--- config.mk ---
export PLATFORM = sky130hd
export DESIGN_NAME = usb_rx_ctrl
export DESIGN_NICKNAME = d
export VERILOG_FILES = /design/src/rtl/usb_rx_ctrl.sv
export SDC_FILE = /design/constraint.sdc
export NUM_CORES = 1
export LEC_CHECK = 0
export ABC_AREA = 0
export CAP_MARGIN = 10
export CELL_PAD_IN_SITES_DETAIL_PLACEMENT = 1
export CELL_PAD_IN_SITES_GLOBAL_PLACEMENT = 1
export CORE_ASPECT_RATIO = 0.75
export CORE_MARGIN = 1
export CORE_UTILIZATION = 49
export CTS_CLUSTER_SIZE = 30
export DETAILED_ROUTE_END_ITERATION = 6
export PLACE_DENSITY = 0.84
export SKIP_CTS_REPAIR_TIMING = 1
export SLEW_MARGIN = 30
export SYNTH_ARGS = -nofsm -noshare
export SYNTH_HDL_FRONTEND = slang
export SYNTH_SLANG_ARGS = --single-unit
--- constraint.sdc ---
create_clock -name clk -period 5.5 [get_ports clk]
set_clock_uncertainty 0.1 [all_clocks]
set_input_delay 1.1 -clock clk [delete_from_list [all_inputs] [get_ports clk]]
set_output_delay 1.1 -clock clk [all_outputs]
set_load 0.05 [all_outputs]
--- src/rtl/usb_rx_ctrl.sv ---
// Full-speed USB receive front end: 4x oversampled line recovery, NRZI decode,
// SYNC detection, bit unstuffing, byte assembly and EOP/error reporting.
`timescale 1ns/1ps

module usb_rx_ctrl #(
    parameter int unsigned SAMPLE_PHASE = 2
) (
    input  logic       clk,
    input  logic       rst_n,
    input  logic       rx_j,
    input  logic       rx_se0,
    output logic [7:0] data,
    output logic       data_valid,
    output logic       pkt_active,
    output logic       pkt_end,
    output logic       rx_err
);

    typedef enum logic [2:0] {
        ST_IDLE  = 3'd0,
        ST_SYNC  = 3'd1,
        ST_DATA  = 3'd2,
        ST_EOP   = 3'd3,
        ST_ABORT = 3'd4
    } state_t;

    localparam logic [1:0] SAMPLE_PH = 2'(SAMPLE_PHASE);

    state_t     state_r;
    logic [1:0] phase_r;
    logic       line_prev_r;
    logic       prev_samp_r;
    logic [2:0] zero_cnt_r;
    logic [2:0] bit_cnt_r;
    logic [2:0] ones_cnt_r;
    logic [7:0] shift_r;
    logic       bad_r;

    logic       strobe_s;
    logic       edge_s;
    logic       nrzi_bit_s;
    logic [7:0] shift_next_s;

    // Line edge detection, sample strobe and NRZI-decoded bit
    always_comb begin
        strobe_s     = (phase_r == SAMPLE_PH);
        edge_s       = (!rx_se0) && (rx_j != line_prev_r);
        nrzi_bit_s   = (rx_j == prev_samp_r);
        shift_next_s = {nrzi_bit_s, shift_r[7:1]};
    end

    // Phase counter re-aligns to every J/K transition so samples land mid-bit
    always_ff @(posedge clk or negedge rst_n) begin
        if (!rst_n) begin
            line_prev_r <= 1'b1;
            phase_r     <= 2'd0;
        end else begin
            line_prev_r <= rx_j;
            if (edge_s) begin
                phase_r <= 2'd0;
            end else begin
                phase_r <= phase_r + 2'd1;
            end
        end
    end

    // Packet state machine with registered strobes
    always_ff @(posedge clk or negedge rst_n) begin
        if (!rst_n) begin
            state_r     <= ST_IDLE;
            prev_samp_r <= 1'b1;
            zero_cnt_r  <= 3'd0;
            bit_cnt_r   <= 3'd0;
            ones_cnt_r  <= 3'd0;
            shift_r     <= 8'h00;
            bad_r       <= 1'b0;
            data        <= 8'h00;
            data_valid  <= 1'b0;
            pkt_active  <= 1'b0;
            pkt_end     <= 1'b0;
            rx_err      <= 1'b0;
        end else begin
            data_valid <= 1'b0;
            pkt_end    <= 1'b0;
            rx_err     <= 1'b0;
            if (strobe_s) begin
                prev_samp_r <= rx_j;
                case (state_r)
                    ST_IDLE: begin
                        if (!rx_se0 && !rx_j) begin
                            state_r    <= ST_SYNC;
                            zero_cnt_r <= 3'd1;
                        end
                    end
                    ST_SYNC: begin
                        if (rx_se0) begin
                            state_r <= ST_IDLE;
                        end else if (!nrzi_bit_s) begin
                            if (zero_cnt_r != 3'd7) begin
                                zero_cnt_r <= zero_cnt_r + 3'd1;
                            end
                        end else if (zero_cnt_r >= 3'd5) begin
                            state_r    <= ST_DATA;
                            pkt_active <= 1'b1;
                            bad_r      <= 1'b0;
                            bit_cnt_r  <= 3'd0;
                            ones_cnt_r <= 3'd0;
                        end else begin
                            state_r <= ST_IDLE;
                        end
                    end
                    ST_DATA: begin
                        if (rx_se0) begin
                            state_r <= ST_EOP;
                            if (bit_cnt_r != 3'd0) begin
                                bad_r <= 1'b1;
                            end
                        end else if (ones_cnt_r == 3'd6) begin
                            // Stuff slot: a 0 is dropped, a 1 is a stuffing violation
                            if (nrzi_bit_s) begin
                                state_r <= ST_ABORT;
                                bad_r   <= 1'b1;
                            end else begin
                                ones_cnt_r <= 3'd0;
                            end
                        end else begin
                            shift_r   <= shift_next_s;
                            bit_cnt_r <= bit_cnt_r + 3'd1;
                            if (nrzi_bit_s) begin
                                ones_cnt_r <= ones_cnt_r + 3'd1;
                            end else begin
                                ones_cnt_r <= 3'd0;
                            end
                            if (bit_cnt_r == 3'd7) begin
                                data       <= shift_next_s;
                                data_valid <= 1'b1;
                            end
                        end
                    end
                    ST_EOP: begin
                        if (!rx_se0) begin
                            state_r     <= ST_IDLE;
                            prev_samp_r <= 1'b1;
                            pkt_end     <= 1'b1;
                            pkt_active  <= 1'b0;
                            rx_err      <= rx_j ? bad_r : 1'b1;
                        end
                    end
                    ST_ABORT: begin
                        bad_r <= 1'b1;
                        if (rx_se0) begin
                            state_r <= ST_EOP;
                        end
                    end
                    default: begin
                        state_r <= ST_IDLE;
                    end
                endcase
            end
        end
    end

endmodule

# [Word level (Yosys, flattened, before mapping)]
# Index checks and enable logic that the tools add are counted.
[word_totals] latchBits=0 regBits=37 wordCells=117 ramBits=0 romBits=0 mem_count=0
[classes] shifts=0 n_reduce_logical=18 order_cmp=1 muxes=53 addsub=4 n_div=0 multipliers=0 n_eq_ne=25 n_bitwise=2
[ops] operator="2-to-1 mux 3 bit" count=20
[ops] operator="2-to-1 mux 1 bit" count=25
[ops] operator="AND reduction 7 bit" count=3
[ops] operator="!= test 2 bit, second input constant" count=10
[ops] operator="!= test 3 bit, second input constant" count=6
[ops] operator="one-hot mux 3 bit (2 select lines)" count=3
[ops] operator="one-hot mux 3 bit (5 select lines)" count=1
[ops] operator="AND reduction 6 bit" count=2
[ops] operator="adder 3 x 1 -> 3 bit, second input constant" count=3
[ops] operator="== test 3 bit, second input constant" count=3
[ops] operator="AND reduction 8 bit" count=1
[ops] operator="== test 3 x 2 -> 1 bit, second input constant" count=2
[ops] operator="nonzero test 2 bit" count=3
[ops] operator="nonzero test 3 bit" count=2
[ops] operator="AND reduction 5 bit" count=1
[ops] operator="2-to-1 mux 2 bit" count=2
[ops] operator="AND reduction 4 bit" count=1
[ops] operator="== test 3 x 1 -> 1 bit, second input constant" count=1
[ops] operator="greater-or-equal comparator 3 bit, second input constant" count=1
[ops] operator="logical NOT 3 bit" count=1
[ops] operator="one-hot mux 1 bit (3 select lines)" count=1
[ops] operator="adder 2 x 1 -> 2 bit, second input constant" count=1
[ops] operator="== test 2 bit, second input constant" count=1
[ops] operator="logical AND 1 bit" count=2
[ops] operator="5 further kinds" count=7

# [Longest topological paths before layout]
[logic_depth] ltp_word=6 mapped_depth=8 mapped_depth_nobuf=6

# [Least setup slack after synthesis]
# No wires, ideal clock.
[synth_path] path_type="input port to flip-flop" start="input port rx_se0" end="register data[0]" setup_time_ps=125 slack_ps=3095 cell_stages=6 n_path_buf=2 arrival_ps=2180 path_cell_list="buf_2 > nor2b_1 > and3_1 > buf_6 > nand2_4 > mux2_4"
[synth_via] elab_chain_len=2
[synth_rtl] item="start, declared" line_no="11" source="input logic rx_se0,"
[synth_rtl] item="NOT 1 bit (no source line)"
[synth_rtl] item="AND reduction 5 bit (no source line)"
[synth_rtl] item="end signal, assigned" line_no="135" source="data <= shift_next_s;"
[synth_rtl] item="end, declared" line_no="12" source="output logic [7:0] data,"
# Every way passes these cells.
# A chain may end at the register's enable or synchronous reset.

# [Final worst setup path]
[layout_path] start="input port rx_se0" end="register data[5]"
# Same word-level chain as after synthesis.

==> impl_results.md <==
* Status: complete, no violations
* Adder-cell share of the synthesized area at 6.09%
* Antenna violations before repair at 0
* Clk buf depth at 2
* Net total in the final layout at 200
* Count of warnings emitted by yosys at 0
* Number of global-route vias before repair at 1457
* Crit path max-delay family: simple AND/OR/NAND/NOR gates
* Full die area at 0.00403 mm^2
* Die height at 55.2 um
* Critical Path Source Type: input port
* Number of iterations in the first detailed-routing pass at 4
* Clock Root Buffer: sky130_fd_sc_hd__clkbuf_8
* Total track usage at 23.9%
* Worst setup slack for register-to-register paths at 3.13 ns
* WL per Instance at 17.8 um
* Boundary pin count at 16
* Worst-case headroom to the max-slew limit at around 62%
* Power per unit of standard cell area at 410 mW/mm^2
* Starting density of the core at 53.7%
* DRC Markers at 0
* Area after detailed placement at slightly above 0.002 mm^2
* Worst reg2reg startpoint: phase_r[0]
* Number of cells traversed by the worst hold path at 1
* Storage cell area at 903 um^2
* Unrepaired setup endpoints after global routing: no
* Estimated wirelength of the detail-placed design at around 3000 um
* Clock Latency Late Sink at 0.29 ns
* Worst ir drop on vdd at 0.190 mV
* Share of async-settable or async-resettable flops after synthesis at 100%
* Place WS at 2.17 ns
* Worst-Margin Slew at 0.567 ns
* Chain of cells forming the critical path: clkdlybuf4s50_1 -> nor2b_1 -> and3_1 -> nand2_4 -> mux2_4
* Overall overflow remaining after global route at 0
* Global-route met3 utilization at 6.02%
* GP Congestion at 0.831
* Hold path start: phase_r[0]
* Relative area change from synthesis to final layout at 14.2%
* CTS tree: yes
* Hold/Removal Path Class: reg2reg
* Horizontal die dimension at 72.9 um
* Number of placement rows at 18
* Number of DRC markers after the initial detailed-route iteration at a little under 80
* Slowest library cell on the worst path: sky130_fd_sc_hd__clkdlybuf4s50_1
* Core box area at 0.00345 mm^2
* Final worst-path setup slack at 2.48 ns
* Net count after synthesis at 184
* Vias after detailed routing at ~1300
* Post-route fraction of the period consumed by the critical path at 54.9%
* GR Layer Usage met2 at 35.9%
* GR Util met1 at 32.4%
* Post-DRT Antenna Nets at 0
* # fillers at 372
* Shortest clock period the worst path allows after layout at 3.02 ns
* Setup TNS at 0 ns
* Antenna diode count at 0
* TritonCTS sink count at 36
* Highest net fanout along the worst path at 10
* Worst-case reg-to-reg path depth at 6
* Share of final-layout standard cells stronger than drive strength 1 at a little over an eighth
* Finished Cell Area at approximately 0.0021 mm^2
* Library cells used by synthesis at 41
* CTS buffer count at 5
* Final Routed Wirelength at 4240 um
* Pin count of the biggest net entering global routing at 37
* Simple-gate share of the synthesized area at 19.1%
* Critical path data arrival time at 3.10 ns
* Sequential element share of the synthesized area at 48.8%
* Number of flip-flops and latches in the synthesized netlist at 36
* Area taken by multi-input logic gates at 856 um^2
* Type of element capturing the critical path: register
* Pins over their slew limit at 0
* Critical path data required time at 5.58 ns
* Compound-Gate Fraction of Synth Area at 7.04%
* Prevailing post-synth register cell: sky130_fd_sc_hd__dfrtp_1
* Layer with the highest usage after global routing: met2
* H-tree depth at 2
* XOR/XNOR share of the synthesized area at under 10%
* Critical path class: in2reg
* Final number of setup-violating endpoints at 0
* Avg Inst Size Synth at 10.8 um^2
* Multiplexer share of the synthesized area at 12.2%
* Number of hold violations in the final report at 0
* Combinational family with the most area after synthesis: simple AND/OR/NAND/NOR gates
* Clock input transition at the sequential cells of the worst setup and hold paths at around 0.08 ns
* Netlist area before placement at 0.00185 mm^2
* Hold Crit Endpoint: phase_r[0]
* Number of port buffers at 15
* Max Cap Violations at 0
* Vias/cell at around 5.6
* Logic depth of the worst setup path including buffers at 5
* Peak per-stage delay on the critical path at 0.62 ns
* Highest Clock Rate at 0.331 GHz
* Sum of buffers and inverters on the critical path at 1
* Number of enable flip-flop cells after synthesis at 0
* Standby leakage power at 0.00105 uW
* Post-Syn Instances at 171
* Global-route wire length before repair at slightly above 7000 um
* Capture point of the worst reg-to-reg path: data[5]
## routing by layer
metal | vias up | routed length, um
met3 | 8 | 138
met1 | 678 | 2030
li1 | 614 | -
met2 | 28 | 2000
met5 | - | 0
met4 | 0 | 68
## cell type report
cell class | instances | share of cell area [%]
inverter | 12 | 2.13
tap | 50 | 2.96
timing repair buffer | 16 | 7.46
sequential | 36 | 42.8
clock inverter | 3 | 0.889
multi-input combinational | 116 | 40.5
clock buffer | 5 | 3.26
## Yosys cell counts, drive strengths merged (2+ instances only)
master / count / area [um^2]
o211ai: 2 / 15.0
dfrtp: 34 / 851
dfstp: 2 / 52.6
a31oi: 2 / 12.5
buf: 6 / 41.3
xnor2: 2 / 25.0
nor4b: 3 / 32.5
and4: 2 / 17.5
nor2b: 2 / 12.5
nand2: 31 / 124
nand2b: 4 / 25.0
nor2: 11 / 41.3
a21oi: 3 / 15.0
mux2i: 6 / 60.1
nor4bb: 2 / 20.0
o22ai: 3 / 18.8
nor3b: 2 / 31.3
mux2: 12 / 165
ha: 9 / 113
o21ai: 5 / 25.0
nand3: 5 / 25.0
nor3: 2 / 10.0
inv: 12 / 45.0
## flip-flops by register name, summed over array words and instances (netlist names)
signal,flops
bad_r,1
data,8
prev_samp_r,1
phase_r,2
rx_err,1
shift_r,7
pkt_active,1
state_r,3
line_prev_r,1
pkt_end,1
ones_cnt_r,3
bit_cnt_r,3
zero_cnt_r,3
data_valid,1
## layout by cell type, fill, tap and decap left out, types with 5 or more instances in the layout
cell type | Yosys | layout
sky130_fd_sc_hd__clkbuf_8 | 0 | 5
sky130_fd_sc_hd__clkdlybuf4s50_1 | 0 | 15
sky130_fd_sc_hd__dfrtp_1 | 34 | 34
sky130_fd_sc_hd__ha_1 | 9 | 9
sky130_fd_sc_hd__inv_1 | 12 | 12
sky130_fd_sc_hd__mux2_4 | 8 | 8
sky130_fd_sc_hd__mux2i_1 | 6 | 6
sky130_fd_sc_hd__nand2_1 | 30 | 30
sky130_fd_sc_hd__nand3_1 | 5 | 5
sky130_fd_sc_hd__nor2_1 | 11 | 11
## per-stage QoR
step	util, %	hold WS [ns]	std cells	total power (uW)
floorplan	-	0.303	171	593
global placement	58.8	0.313	230	645
detailed placement	58.8	0.327	230	677
CTS	61.3	0.337	238	869
global route	61.3	0.363	238	918
finish	61.3	0.333	238	866
## worst max-delay path by stage
stage          startpoint       to  slack, ns
2_1_floorplan      rx_se0  data[0]       3.10
3_3_place_gp       rx_se0  data[7]       2.35
3_5_place_dp       rx_se0  data[5]       2.17
4_1_cts            rx_se0  data[5]       2.48
5_1_grt            rx_se0  data[5]       2.37
6_report           rx_se0  data[5]       2.48
## report_power, final
group	internal (uW)	leakage [uW]	total, uW	switching [uW]
registers	321	0.000470	406	84.9
clock network	88.2	0.0000479	189	100
logic	117	0.000535	272	155
## worst reg2reg max path, delay by kind of cell (launching register included)
| family | cells | cell delay, ns |
|---|---|---|
| muxes | 1 | 0.34 |
| DFF | 1 | 0.38 |
| buffers and inverters | 1 | 0.06 |
| and+or+nand+nor | 3 | 1.02 |
| adders and majority gates | 1 | 0.36 |
## cells by family after synthesis
family | Yosys count
multiplexers | 18
flip-flops | 36
AND/OR/NAND/NOR | 66
adder cells (fa/ha/maj) | 9
AO/OA/AOI/OAI | 20
buffers and inverters | 19
XOR/XNOR | 3
Note: power is estimated with default switching activity, not from simulation.
